### config.mk
export PLATFORM = sky130hd
export DESIGN_NAME = uart16550_fifo_ctrl
export DESIGN_NICKNAME = d
export VERILOG_FILES = /design/src/rtl/uart16550_pkg.sv /design/src/rtl/uart16550_fifo_ctrl_rx_timeout.sv /design/src/rtl/uart16550_fifo_ctrl.sv
export SDC_FILE = /design/constraint.sdc
export NUM_CORES = 1
export LEC_CHECK = 0
export ABC_AREA = 1
export CELL_PAD_IN_SITES_DETAIL_PLACEMENT = 0
export CELL_PAD_IN_SITES_GLOBAL_PLACEMENT = 1
export CORE_MARGIN = 4
export CORE_UTILIZATION = 29
export CTS_CLUSTER_DIAMETER = 30
export DETAILED_ROUTE_END_ITERATION = 8
export HOLD_SLACK_MARGIN = 0.02
export PLACE_DENSITY = 0.76
export SLEW_MARGIN = 25
export SYNTH_ARGS = -nofsm -noshare
export SYNTH_HDL_FRONTEND = slang
export SYNTH_SLANG_ARGS = --single-unit
### constraint.sdc
create_clock -name clk_i -period 2.5 [get_ports clk_i]
set_input_delay 0.5 -clock clk_i [delete_from_list [all_inputs] [get_ports clk_i]]
set_output_delay 0.5 -clock clk_i [all_outputs]
set_load 0.05 [all_outputs]
### src/rtl/uart16550_pkg.sv
// Shared FCR field indices, trigger-code encoding and character-length helper
// for the 16550 FIFO control slice.
package uart16550_pkg;

  localparam int unsigned FCR_ENA     = 0;
  localparam int unsigned FCR_RXRST   = 1;
  localparam int unsigned FCR_TXRST   = 2;
  localparam int unsigned FCR_DMA     = 3;
  localparam int unsigned FCR_TRG_LO  = 6;
  localparam int unsigned FCR_TRG_HI  = 7;

  localparam int unsigned CHAR_BITS_W = 4;
  localparam int unsigned TMO_CNT_W   = 10;

  typedef enum logic [1:0] {
    TRG_1 = 2'd0,
    TRG_Q = 2'd1,
    TRG_H = 2'd2,
    TRG_F = 2'd3
  } trg_code_e;

  // start + (5+wls) data + parity + stop; 1.5 stop bits are rounded up to 2
  function automatic logic [CHAR_BITS_W-1:0] char_bits(input logic [1:0] wls,
                                                        input logic       stb,
                                                        input logic       pen);
    return CHAR_BITS_W'(7) + CHAR_BITS_W'(wls) + CHAR_BITS_W'(pen) + CHAR_BITS_W'(stb);
  endfunction

endpackage

### src/rtl/uart16550_fifo_ctrl_rx_timeout.sv
// RX character-timeout timer: counts 16x baud ticks of RX-FIFO inactivity and
// flags a timeout after four character times.
module uart16550_fifo_ctrl_rx_timeout
  import uart16550_pkg::*;
(
  input  logic                   clk_i,
  input  logic                   rst_i,
  input  logic                   bclk_ena_i,
  input  logic                   clr_i,
  input  logic [CHAR_BITS_W-1:0] char_bits_i,
  output logic                   timeout_o
);

  logic [TMO_CNT_W-1:0] thr;
  logic [TMO_CNT_W-1:0] cnt_q, cnt_d;
  logic                 tmo_q, tmo_d;

  // 4 characters x 16 ticks per bit
  assign thr = TMO_CNT_W'(char_bits_i) << 6;

  always_comb begin
    cnt_d = cnt_q;
    tmo_d = tmo_q;
    if (clr_i) begin
      cnt_d = '0;
      tmo_d = 1'b0;
    end else begin
      if (bclk_ena_i && (cnt_q < thr)) begin
        cnt_d = cnt_q + TMO_CNT_W'(1);
      end
      if (cnt_q >= thr) begin
        tmo_d = 1'b1;
      end
    end
  end

  always_ff @(posedge clk_i) begin
    if (rst_i) begin
      cnt_q <= '0;
      tmo_q <= 1'b0;
    end else begin
      cnt_q <= cnt_d;
      tmo_q <= tmo_d;
    end
  end

  assign timeout_o = tmo_q;

endmodule

### src/rtl/uart16550_fifo_ctrl.sv
// 16550 FIFO control: FCR decode, self-clearing FIFO resets, trigger level,
// RX timeout and optional DMA ready outputs (enabled by UART16550_DMA_EN).
module uart16550_fifo_ctrl
  import uart16550_pkg::*;
#(
  parameter  int unsigned FIFO_DEPTH = 16,
  localparam int unsigned TW         = $clog2(FIFO_DEPTH)
) (
  input  logic          clk_i,
  input  logic          rst_i,
  input  logic          fcr_we_i,
  input  logic [7:0]    fcr_d_i,
  input  logic [1:0]    lcr_wls_i,
  input  logic          lcr_stb_i,
  input  logic          lcr_pen_i,
  input  logic          bclk_ena_i,
  input  logic          rx_push_i,
  input  logic          rx_pop_i,
  input  logic          rx_empty_i,
  input  logic          rx_trigger_i,
  input  logic          tx_empty_i,
  input  logic          tx_full_i,
  output logic          fifo_ena_o,
  output logic          rx_fifo_rst_o,
  output logic          tx_fifo_rst_o,
  output logic [TW-1:0] rx_trigger_lvl_o,
  output logic          dma_mode_o,
  output logic          rx_timeout_o,
  output logic          rxrdy_o,
  output logic          txrdy_o
);

  function automatic logic [TW-1:0] trg_level(input trg_code_e code);
    case (code)
      TRG_Q:   return TW'(FIFO_DEPTH / 4);
      TRG_H:   return TW'(FIFO_DEPTH / 2);
      TRG_F:   return TW'(FIFO_DEPTH - 2);
      default: return TW'(1);
    endcase
  endfunction

  logic          fifo_ena_q, fifo_ena_d;
  logic          dma_q, dma_d;
  logic [TW-1:0] lvl_q, lvl_d;
  logic          rx_rst_q, rx_rst_d;
  logic          tx_rst_q, tx_rst_d;
  logic          ena_chg;
  logic          tmo_clr;
  logic          unused_fcr;

  assign ena_chg    = fcr_d_i[FCR_ENA] ^ fifo_ena_q;
  assign unused_fcr = ^fcr_d_i[5:4];

  // FCR decode; reset bits only ever produce a one-cycle pulse
  always_comb begin
    fifo_ena_d = fifo_ena_q;
    dma_d      = dma_q;
    lvl_d      = lvl_q;
    rx_rst_d   = 1'b0;
    tx_rst_d   = 1'b0;
    if (fcr_we_i) begin
      fifo_ena_d = fcr_d_i[FCR_ENA];
      dma_d      = fcr_d_i[FCR_DMA];
      lvl_d      = trg_level(trg_code_e'(fcr_d_i[FCR_TRG_HI:FCR_TRG_LO]));
      rx_rst_d   = fcr_d_i[FCR_RXRST] | ena_chg;
      tx_rst_d   = fcr_d_i[FCR_TXRST] | ena_chg;
    end
  end

  always_ff @(posedge clk_i) begin
    if (rst_i) begin
      fifo_ena_q <= 1'b0;
      dma_q      <= 1'b0;
      lvl_q      <= TW'(1);
      rx_rst_q   <= 1'b1;
      tx_rst_q   <= 1'b1;
    end else begin
      fifo_ena_q <= fifo_ena_d;
      dma_q      <= dma_d;
      lvl_q      <= lvl_d;
      rx_rst_q   <= rx_rst_d;
      tx_rst_q   <= tx_rst_d;
    end
  end

  assign fifo_ena_o       = fifo_ena_q;
  assign dma_mode_o       = dma_q;
  assign rx_trigger_lvl_o = lvl_q;
  assign rx_fifo_rst_o    = rx_rst_q;
  assign tx_fifo_rst_o    = tx_rst_q;

  assign tmo_clr = rx_push_i | rx_pop_i | rx_rst_q | rx_empty_i | ~fifo_ena_q;

  uart16550_fifo_ctrl_rx_timeout u_rx_timeout (
    .clk_i       (clk_i),
    .rst_i       (rst_i),
    .bclk_ena_i  (bclk_ena_i),
    .clr_i       (tmo_clr),
    .char_bits_i (char_bits(lcr_wls_i, lcr_stb_i, lcr_pen_i)),
    .timeout_o   (rx_timeout_o)
  );

`ifdef UART16550_DMA_EN
  logic rxrdy_q, rxrdy_d;
  logic txrdy_q, txrdy_d;
  logic dma_mode1;

  assign dma_mode1 = dma_q & fifo_ena_q;

  // mode 0 mirrors FIFO flags; mode 1 is set/clear with clear winning
  always_comb begin
    rxrdy_d = rxrdy_q;
    txrdy_d = txrdy_q;
    if (!dma_mode1) begin
      rxrdy_d = ~rx_empty_i;
      txrdy_d = tx_empty_i;
    end else begin
      if (rx_empty_i) begin
        rxrdy_d = 1'b0;
      end else if (rx_trigger_i || rx_timeout_o) begin
        rxrdy_d = 1'b1;
      end
      if (tx_full_i) begin
        txrdy_d = 1'b0;
      end else if (tx_empty_i) begin
        txrdy_d = 1'b1;
      end
    end
  end

  always_ff @(posedge clk_i) begin
    if (rst_i) begin
      rxrdy_q <= 1'b0;
      txrdy_q <= 1'b0;
    end else begin
      rxrdy_q <= rxrdy_d;
      txrdy_q <= txrdy_d;
    end
  end

  assign rxrdy_o = rxrdy_q;
  assign txrdy_o = txrdy_q;
`else
  logic unused_dma_in;
  assign unused_dma_in = rx_trigger_i ^ tx_empty_i ^ tx_full_i;
  assign rxrdy_o       = 1'b0;
  assign txrdy_o       = 1'b0;
`endif

endmodule
==> results of run 1 <==
## final cells by class
type                    instances  area, um2
inverters                      30      125.1
fillers                       382       2076
well taps                      48      60.06
multi-input cells             108      678.2
repair buffers                 33      322.8
flip-flops and latches         19      380.4
clock inverters                 1      5.005
clock buffers                   3      41.29
## cells by family (layout without fill, tap and decap cells)
group / Yosys count / count (layout) / share of synthesized area
flip-flops: 19 / 19 / 0.3404
adder cells (fa/ha/maj): 10 / 10 / 0.1187
XOR/XNOR: 3 / 3 / 0.02352
AND/OR/NAND/NOR: 73 / 73 / 0.2844
AO/OA/AOI/OAI: 20 / 20 / 0.1053
buffers and inverters: 33 / 67 / 0.1243
other: 1 / 2 / 0.003356
## worst max path at each step
stage	startpoint	end	slack, ns	cells past startpoint
after detailed placement	lcr_pen_i	u_rx_timeout.cnt_q[1]$_SDFFE_PP0P_	-0.74	16
after global placement	lcr_pen_i	u_rx_timeout.cnt_q[5]$_SDFFE_PP0P_	-0.64	17
after global routing	lcr_wls_i[0]	u_rx_timeout.cnt_q[5]$_SDFFE_PP0P_	-0.01	17
after CTS	lcr_pen_i	u_rx_timeout.cnt_q[5]$_SDFFE_PP0P_	0.004	16
after floorplan	lcr_pen_i	u_rx_timeout.cnt_q[6]$_SDFFE_PP0P_	0.01	17
final	lcr_wls_i[0]	u_rx_timeout.cnt_q[5]$_SDFFE_PP0P_	0.10	17
## sequential cells by signal, summed over array words and instances, names as in the netlist
signal	flops
dma_mode_o	1
fifo_ena_o	1
rx_fifo_rst_o	1
rx_trigger_lvl_o	4
tx_fifo_rst_o	1
u_rx_timeout.cnt_q	10
u_rx_timeout.timeout_o	1
## routing by layer
metal | global-route usage | vias to the layer above | wire length [um]
li1 | - | 556 | -
met1 | 0.1276 | 489 | 1123
met2 | 0.1973 | 22 | 1319
met3 | 0.02590 | 6 | 71
met4 | 0.04894 | 0 | 50
met5 | 0 | - | 0
## cells in the final DEF, fill, tap and decap left out
cell and count:
clkdlybuf4s50_1 22, inv_1 23, o21ai_2 3, clkbuf_8 3, nand3_2 1, o21ai_1 1, buf_6 2, xor2_1 2
ha_1 6, clkinv_2 1, inv_4 3, inv_2 3, a21oi_1 9, o21bai_2 1, conb_1 2, ha_4 3
buf_8 1, a21oi_4 1, nand4_1 4, dlymetal6s2s_1 1, nand3_4 1, dfxtp_1 19, fa_2 1, nor2_1 22
and3_1 1, inv_6 1, o21ai_0 5, nand3_1 5, nand2_1 33, nor2_2 1, nor2_4 1, nand2_2 1
nor3_1 2, buf_4 7, xnor2_2 1, nand2_4 1
## power groups by stage
stage / Sequential (W) / Clock (W) / Combinational, W
CTS: 0.000315 / 0.000223 / 0.000155
floorplan: 0.000352 / 0 / 0.0000583
finish: 0.000315 / 0.000219 / 0.000163
global route: 0.000317 / 0.000244 / 0.000179
global placement: 0.000322 / 0 / 0.000148
detailed placement: 0.000323 / 0 / 0.000150
## tightest hold or removal path, stage by stage (launching register included)
cell and delay [ns]:
dfxtp_1 0.33, a21oi_1 0.06, nand2_1 0.05
## stage by stage
step	hold WS, ns	power [W]	setup TNS (ns)	setup slack, ns	utilization
after floorplan	0.4568	0.0004101	0	0.01386	-
after global placement	0.4431	0.0004702	-6.199	-0.6400	0.4060
after detailed placement	0.4441	0.0004722	-6.873	-0.7393	0.4060
after CTS	0.4603	0.0006935	0	0.003675	0.4254
after global routing	0.4961	0.0007399	-0.01287	-0.01287	0.4372
final	0.4581	0.0006981	0	0.1005	0.4372
## repair_timing
| item | in CTS | in global routing |
|---|---|---|
| buffers inserted | 0 | 0 |
| gates resized for setup | 11 | 13 |
| endpoints found under the setup margin | 11 | 10 |
| pin swaps | 2 | 9 |
==> metrics.md, run 1 <==
| Metric | Value |
|---|---|
| Status | finished, final reports clean |
| Worst VDD drop | 0.0002529 V |
| Layout cells sized above 1 | 0.1907 |
| Placed Cells | 238 |
| Post-synthesis cell area | between 0.001 and 0.0015 mm2 |
| CP Launch Type | input port |
| Clk_lat worst skew | 0.26 ns |
| RSZ-0062 raised after global routing | yes |
| Switching Fraction | 0.2895 |
| Max Root-Sink Buffers | 2 |
| Clock Sinks | 19 |
| Die area | roughly 0.0049 mm2 |
| Count of different cell masters after synthesis | 25 |
| Post-Syn Instances | roughly 160 |
| Diode count | 0 |
| Synth area leaders | dfxtp_1 34%, nand2_1 11%, ha_1 10% |
| Max Clock Freq | ~420 MHz |
| Total CTS buffers | 3 |
| Iter 0 DRT Violations | 19 |
| Skew final | about 0.0036 ns |
| R2R setup slack | a little under 1 ns |
| HPWL after DPL | 2085 um |
| Global-route wire length before repair | ~4600 um |
| Clock power share | 0.314 |
| Max-cap violations | 0 |
| Drt via density | 4.434 |
| Routed WL per cell | about 11 um |
| Gpl congestion | roughly 0.84 |
| Final global-route overflow total | 0 |
| Crit-path max cell delay | about 0.40 ns |
| TritonCTS clock tree | yes |
| Hold Crit Depth | 2 |
| Number of global-route vias before repair | between 1,000 and 1,500 |
| Top cell family by delay on the critical path | adder cells |
| Net Sw Power | just over 0.0002 W |
| Seq pwr share | 0.452 |
| Die width | 70.07 um |
| # rows | 22 |
| Most numerous cell in the Yosys netlist | nand2_1 |
| Ys async rst share | 0 |
| Total number of vias | 1,073 |
| Clock root cell | clkbuf_8 |
| Largest area contributor in the netlist | dfxtp_1 |
| Final worst-path cycle share | 0.9598 |
| RR Endpoint | u_rx_timeout.cnt_q[5]$_SDFFE_PP0P_ |
| Initial Util | 0.3029 |
| Minimum clock period | 2.399 ns |
| FF-to-FF Start | u_rx_timeout.cnt_q[9]$_SDFFE_PP0P_ |
| WS Path Type | in -> reg |
| # DRC | 0 |
| Post-Layout Cell Count | roughly 240 |
| Htree depth | 1 |
| Average cell area after synthesis | 7.027 um2 |
| Worst r2r path cells | 7 |
| Crit path capture type | flip-flop |
| Number of synthesized flops with an enable pin | 0 |
| Combinational Power Share | 0.234 |
| Fin. Hold Viols | 0 |
| Yosys reg bits | 19 |
| Slowest-stage cell, CP | fa_2 |
| Worst-path fanout max | 6 |
| # hold bufs at CTS | 0 |
| Area Growth Syn to Fin | 44.35% |
| Clock transition at path regs | approximately 0.080 ns |
| Critical path arrival | 2.60 ns |
| Required @ worst endpoint | approximately 2.7 ns |
| IO Pins | 33 |
| Leakage | roughly 0.7 nW |
| PortBufs | 25 |
| Drt pass-1 iters | 4 |
| Synth Flop Type | dfxtp_1 |
| Sequential area share after synthesis | 0.3404 |
| Largest net degree at the start of global routing | 12 |
| Buf/Inv on CP | 7 |
| Fin nets | between 200 and 250 |
| Synth warn | 0 |
| Final non-filler cell area | about 0.0016 mm2 |
| Slew headroom | 0.6591 |
| Hold Crit Endpoint | rx_trigger_lvl_o[0]$_SDFFE_PP1P_ |
| Yosys top cell area share | 0.3404 |
| Hold WC Path Type | reg -> reg |
| Core area | around 0.0037 mm2 |
| Final Slew Violations | 0 |
| Post-Route WL | between 2000 and 3000 um |
| Post-placement cell area | roughly 0.0015 mm2 |
| Min-Delay Startpoint | rx_trigger_lvl_o[0]$_SDFFE_PP1P_ |
| Tot GR Track Use | 0.1119 |
| ANT nets after route | 0 |
| Sequence of cells on the critical path | buf_8, inv_6, ha_4, inv_4, ha_4, inv_4, fa_2, xnor2_2, ha_1, nand2_2, inv_2, nand2_4, nand3_4, buf_6, o21ai_2, inv_1, nor2_1 |
| Post-synth top cells | 34 x nand2_1, 27 x inv_1, 23 x nor2_1 |
| # setup viols final | 0 |
| Die height | around 70 um |
| Initial antenna violation count | 0 |
| Pwr Density | between 400 and 500 mW/mm2 |
| Worst Max-Slew Pin Slew | ~0.5 ns |
| Internal power | roughly 0.0005 W |
Note: power is estimated with default switching activity, not from simulation.
==> run 2, diff against run 1 <==
--- a/config.mk
+++ b/config.mk
@@ -12,6 +12,7 @@
 export CORE_UTILIZATION = 29
 export CTS_CLUSTER_DIAMETER = 30
 export DETAILED_ROUTE_END_ITERATION = 8
+export GPL_ROUTABILITY_DRIVEN = 0
 export HOLD_SLACK_MARGIN = 0.02
 export PLACE_DENSITY = 0.76
 export SLEW_MARGIN = 25
==> results of run 2 <==
Same layout as run 1: the final DEF is identical, and so are final timing and power.
==> run 3, diff against run 2 <==
--- a/config.mk
+++ b/config.mk
@@ -6,6 +6,7 @@
 export NUM_CORES = 1
 export LEC_CHECK = 0
 export ABC_AREA = 1
+export ABC_CLOCK_PERIOD_IN_PS = 2500
 export CELL_PAD_IN_SITES_DETAIL_PLACEMENT = 0
 export CELL_PAD_IN_SITES_GLOBAL_PLACEMENT = 1
 export CORE_MARGIN = 4
==> constraint.sdc (replaced) <==
create_clock -name clk_i -period 2.5 [get_ports clk_i]
set_input_delay 0.625 -clock clk_i [delete_from_list [all_inputs] [get_ports clk_i]]
set_output_delay 0.625 -clock clk_i [all_outputs]
set_load 0.05 [all_outputs]
==> run 3 against run 2 <==
Compared with the run above:
- the run now ends with setup timing left
- cell count rose by 0.41%
- core utilization up 1.8 points
- critical endpoint is now u_rx_timeout.cnt_q[2]$_SDFFE_PP0P_
- first-iteration DRC count is 47% higher
- sequential power about the same
- wire length is 4.6% higher
- non-clock buffer count unchanged
- largest power group unchanged
- register-to-register slack worse by 0.06 ns
==> metrics.md, run 3 (synthesis gave the netlist of run 1 again) <==
| Metric | Value |
|---|---|
| TritonCTS clock tree | yes |
| Routed WL per cell | around 11 um |
| Overall Power | around 0.0007 W |
| Top cell family by delay on the critical path | adder cells |
| Number of global-route vias before repair | between 1,000 and 1,500 |
| Critical path arrival | 2.66 ns |
| Crit. Startpoint | lcr_pen_i |
| Core area | roughly 0.0037 mm2 |
| Die height | between 70 and 80 um |
| RSZ-0062 raised after global routing | yes |
| Status | finished with violations |
| PortBufs | 25 |
| Final worst-path cycle share | 1.004 |
| Max-cap violations | 0 |
| Diode count | 0 |
| Die width | ~70 um |
| Final Slew Violations | 0 |
| Area Growth Syn to Fin | 50.17% |
| Worst Max-Slew Pin Slew | slightly above 0.5 ns |
| Clk_lat worst skew | between 0.2 and 0.3 ns |
| Clock Sinks | 19 |
| Required @ worst endpoint | between 2 and 3 ns |
| Drt pass-1 iters | 2 |
| Max Root-Sink Buffers | 2 |
| Failing checks | setup timing |
| Worst hold slack | around 0.46 ns |
| CP Launch Type | input port |
| Commonest non-fill, non-tap cell in the layout | nand2_1 |
| Pwr Density | approximately 410 mW/mm2 |
| Initial Util | 0.3029 |
| Max Clock Freq | 398.5 MHz |
| WS Path Type | in -> reg |
| Biggest register | u_rx_timeout.cnt_q |
| Total CTS buffers | 3 |
| Most frequent cells in the layout | 31 x nand2_1, 23 x inv_1, 22 x clkdlybuf4s50_1, 19 x dfxtp_1, 18 x nor2_1 |
| # rows | 22 |
| Hold Crit Depth | 2 |
| Clock root cell | clkbuf_8 |
| Global-route wire length before repair | approximately 4700 um |
| Worst r2r path cells | 8 |
| R2R setup slack | between 0.9 and 1 ns |
| Minimum clock period | roughly 2.5 ns |
| Slew headroom | 0.6607 |
| Drt via density | roughly 4.4 |
| Hold WC Path Type | reg -> reg |
| Hold Crit Endpoint | rx_trigger_lvl_o[3]$_SDFFE_PP0P_ |
| FF+latch area | around 380 um2 |
| Filler cell count | 392 |
| Layout cells sized above 1 | 0.2359 |
| Die area | 0.004910 mm2 |
| FF-to-FF Start | u_rx_timeout.cnt_q[9]$_SDFFE_PP0P_ |
| Clock transition at path regs | 0.07 ns |
| # setup viols final | 1 |
| Skew final | between 0.001 and 0.0015 ns |
| Final setup margin | -0.009396 ns |
| Final global-route overflow total | 0 |
| Tot GR Track Use | 0.1151 |
| HPWL after DPL | roughly 2100 um |
| Largest net degree at the start of global routing | 13 |
| Worst VDD drop | approximately 0.00027 V |
| Slowest-stage cell, CP | fa_2 |
| Multi-input logic area | 733.2 um2 |
| Worst-path fanout max | 4 |
| Fin. Hold Viols | 0 |
| Htree depth | 1 |
| Post-Route WL | approximately 2700 um |
| ANT nets after route | 0 |
| Min-Delay Startpoint | rx_trigger_lvl_o[3]$_SDFFE_PP0P_ |
| Iter 0 DRT Violations | 28 |
| Sequence of cells on the critical path | buf_12, inv_12, ha_4, inv_4, ha_4, inv_2, fa_2, xnor2_2, ha_1, nand2_2, inv_2, nand2_4, buf_6, nand2_4, nor2_4, nand3_1, nand2_1, nor2_1 |
| Fin nets | between 200 and 250 |
| Initial antenna violation count | 0 |
| Total number of vias | between 1,000 and 1,500 |
| IO Pins | 33 |
| Max reg flops | 10 |
| Crit path capture type | flip-flop |
| Leakage | around 0.7 nW |
| Buf/Inv on CP | 6 |
| Crit-path max cell delay | between 0.3 and 0.4 ns |
| # DRC | 0 |
| # hold bufs at CTS | 0 |
| Place WS | -0.9821 ns |
| RR Endpoint | u_rx_timeout.cnt_q[2]$_SDFFE_PP0P_ |
## run 3: changes by cell type in the layout (fill, tap and decap cells not counted), moves of 2 or more
cell     previous run  this run
nand2_1            33        31
nand3_2             1         3
nor2_1             22        18
nor2_4              1         4
## run 3: where the power goes
group	switching, W	internal (W)
registers	0.00000468	0.000311
logic	0.0000934	0.0000762
clock network	0.0000995	0.000111
total	0.000198	0.000498
## run 3: worst max-delay path by stage
stage	endpoint	slack, ns	cells past startpoint
6_report	u_rx_timeout.cnt_q[2]$_SDFFE_PP0P_	-0.009	18
5_1_grt	u_rx_timeout.cnt_q[2]$_SDFFE_PP0P_	-0.09	18
4_1_cts	u_rx_timeout.cnt_q[2]$_SDFFE_PP0P_	0.005	17
3_5_place_dp	u_rx_timeout.cnt_q[9]$_SDFFE_PP0P_	-0.98	17
3_3_place_gp	u_rx_timeout.cnt_q[9]$_SDFFE_PP0P_	-0.94	16
2_1_floorplan	u_rx_timeout.cnt_q[6]$_SDFFE_PP0P_	-0.10	17
## run 3: timing repair
item | CTS | global route
gates cloned | 0 | 1
gates resized for setup | 21 | 16
pin swaps | 8 | 8
setup buffers | 1 | 1
endpoints found under the setup margin | 11 | 10
## run 3: area by class of cell
cell class                 count  area share
multi-input combinational    109      0.4370
sequential                    19      0.2267
timing repair buffer          33      0.1954
inverter                      30     0.07755
tap                           48     0.03579
clock buffer                   3     0.02461
clock inverter                 1    0.002983
## run 3: worst register-to-register path, delay by kind of cell (launching register included)
| kind | cells | cell delay (ns) |
|---|---|---|
| adder cells (fa/ha/maj) | 1 | 0.36 |
| buffers and inverters | 1 | 0.16 |
| AND/OR/NAND/NOR | 5 | 0.38 |
| AO/OA/AOI/OAI | 1 | 0.23 |
| flip-flops | 1 | 0.34 |
## run 3: metrics by stage
stage	utilization	cell area (um2)	TNS, ns	instances
after CTS	0.4332	1598	0	242
after global routing	0.4549	1678	-0.6212	243
after floorplan	-	1166	-0.2655	160
after detailed placement	0.4074	1503	-9.721	237
after global placement	0.4074	1503	-9.450	237
final	0.4549	1678	-0.009396	243
## run 3: metal layers
layer	global-route usage	wire length, um	share of wire
met2	0.2057	1336	0.50
met4	0.04255	15	0.0056
met3	0.02878	109	0.041
met5	0	0	0
met1	0.1307	1221	0.46
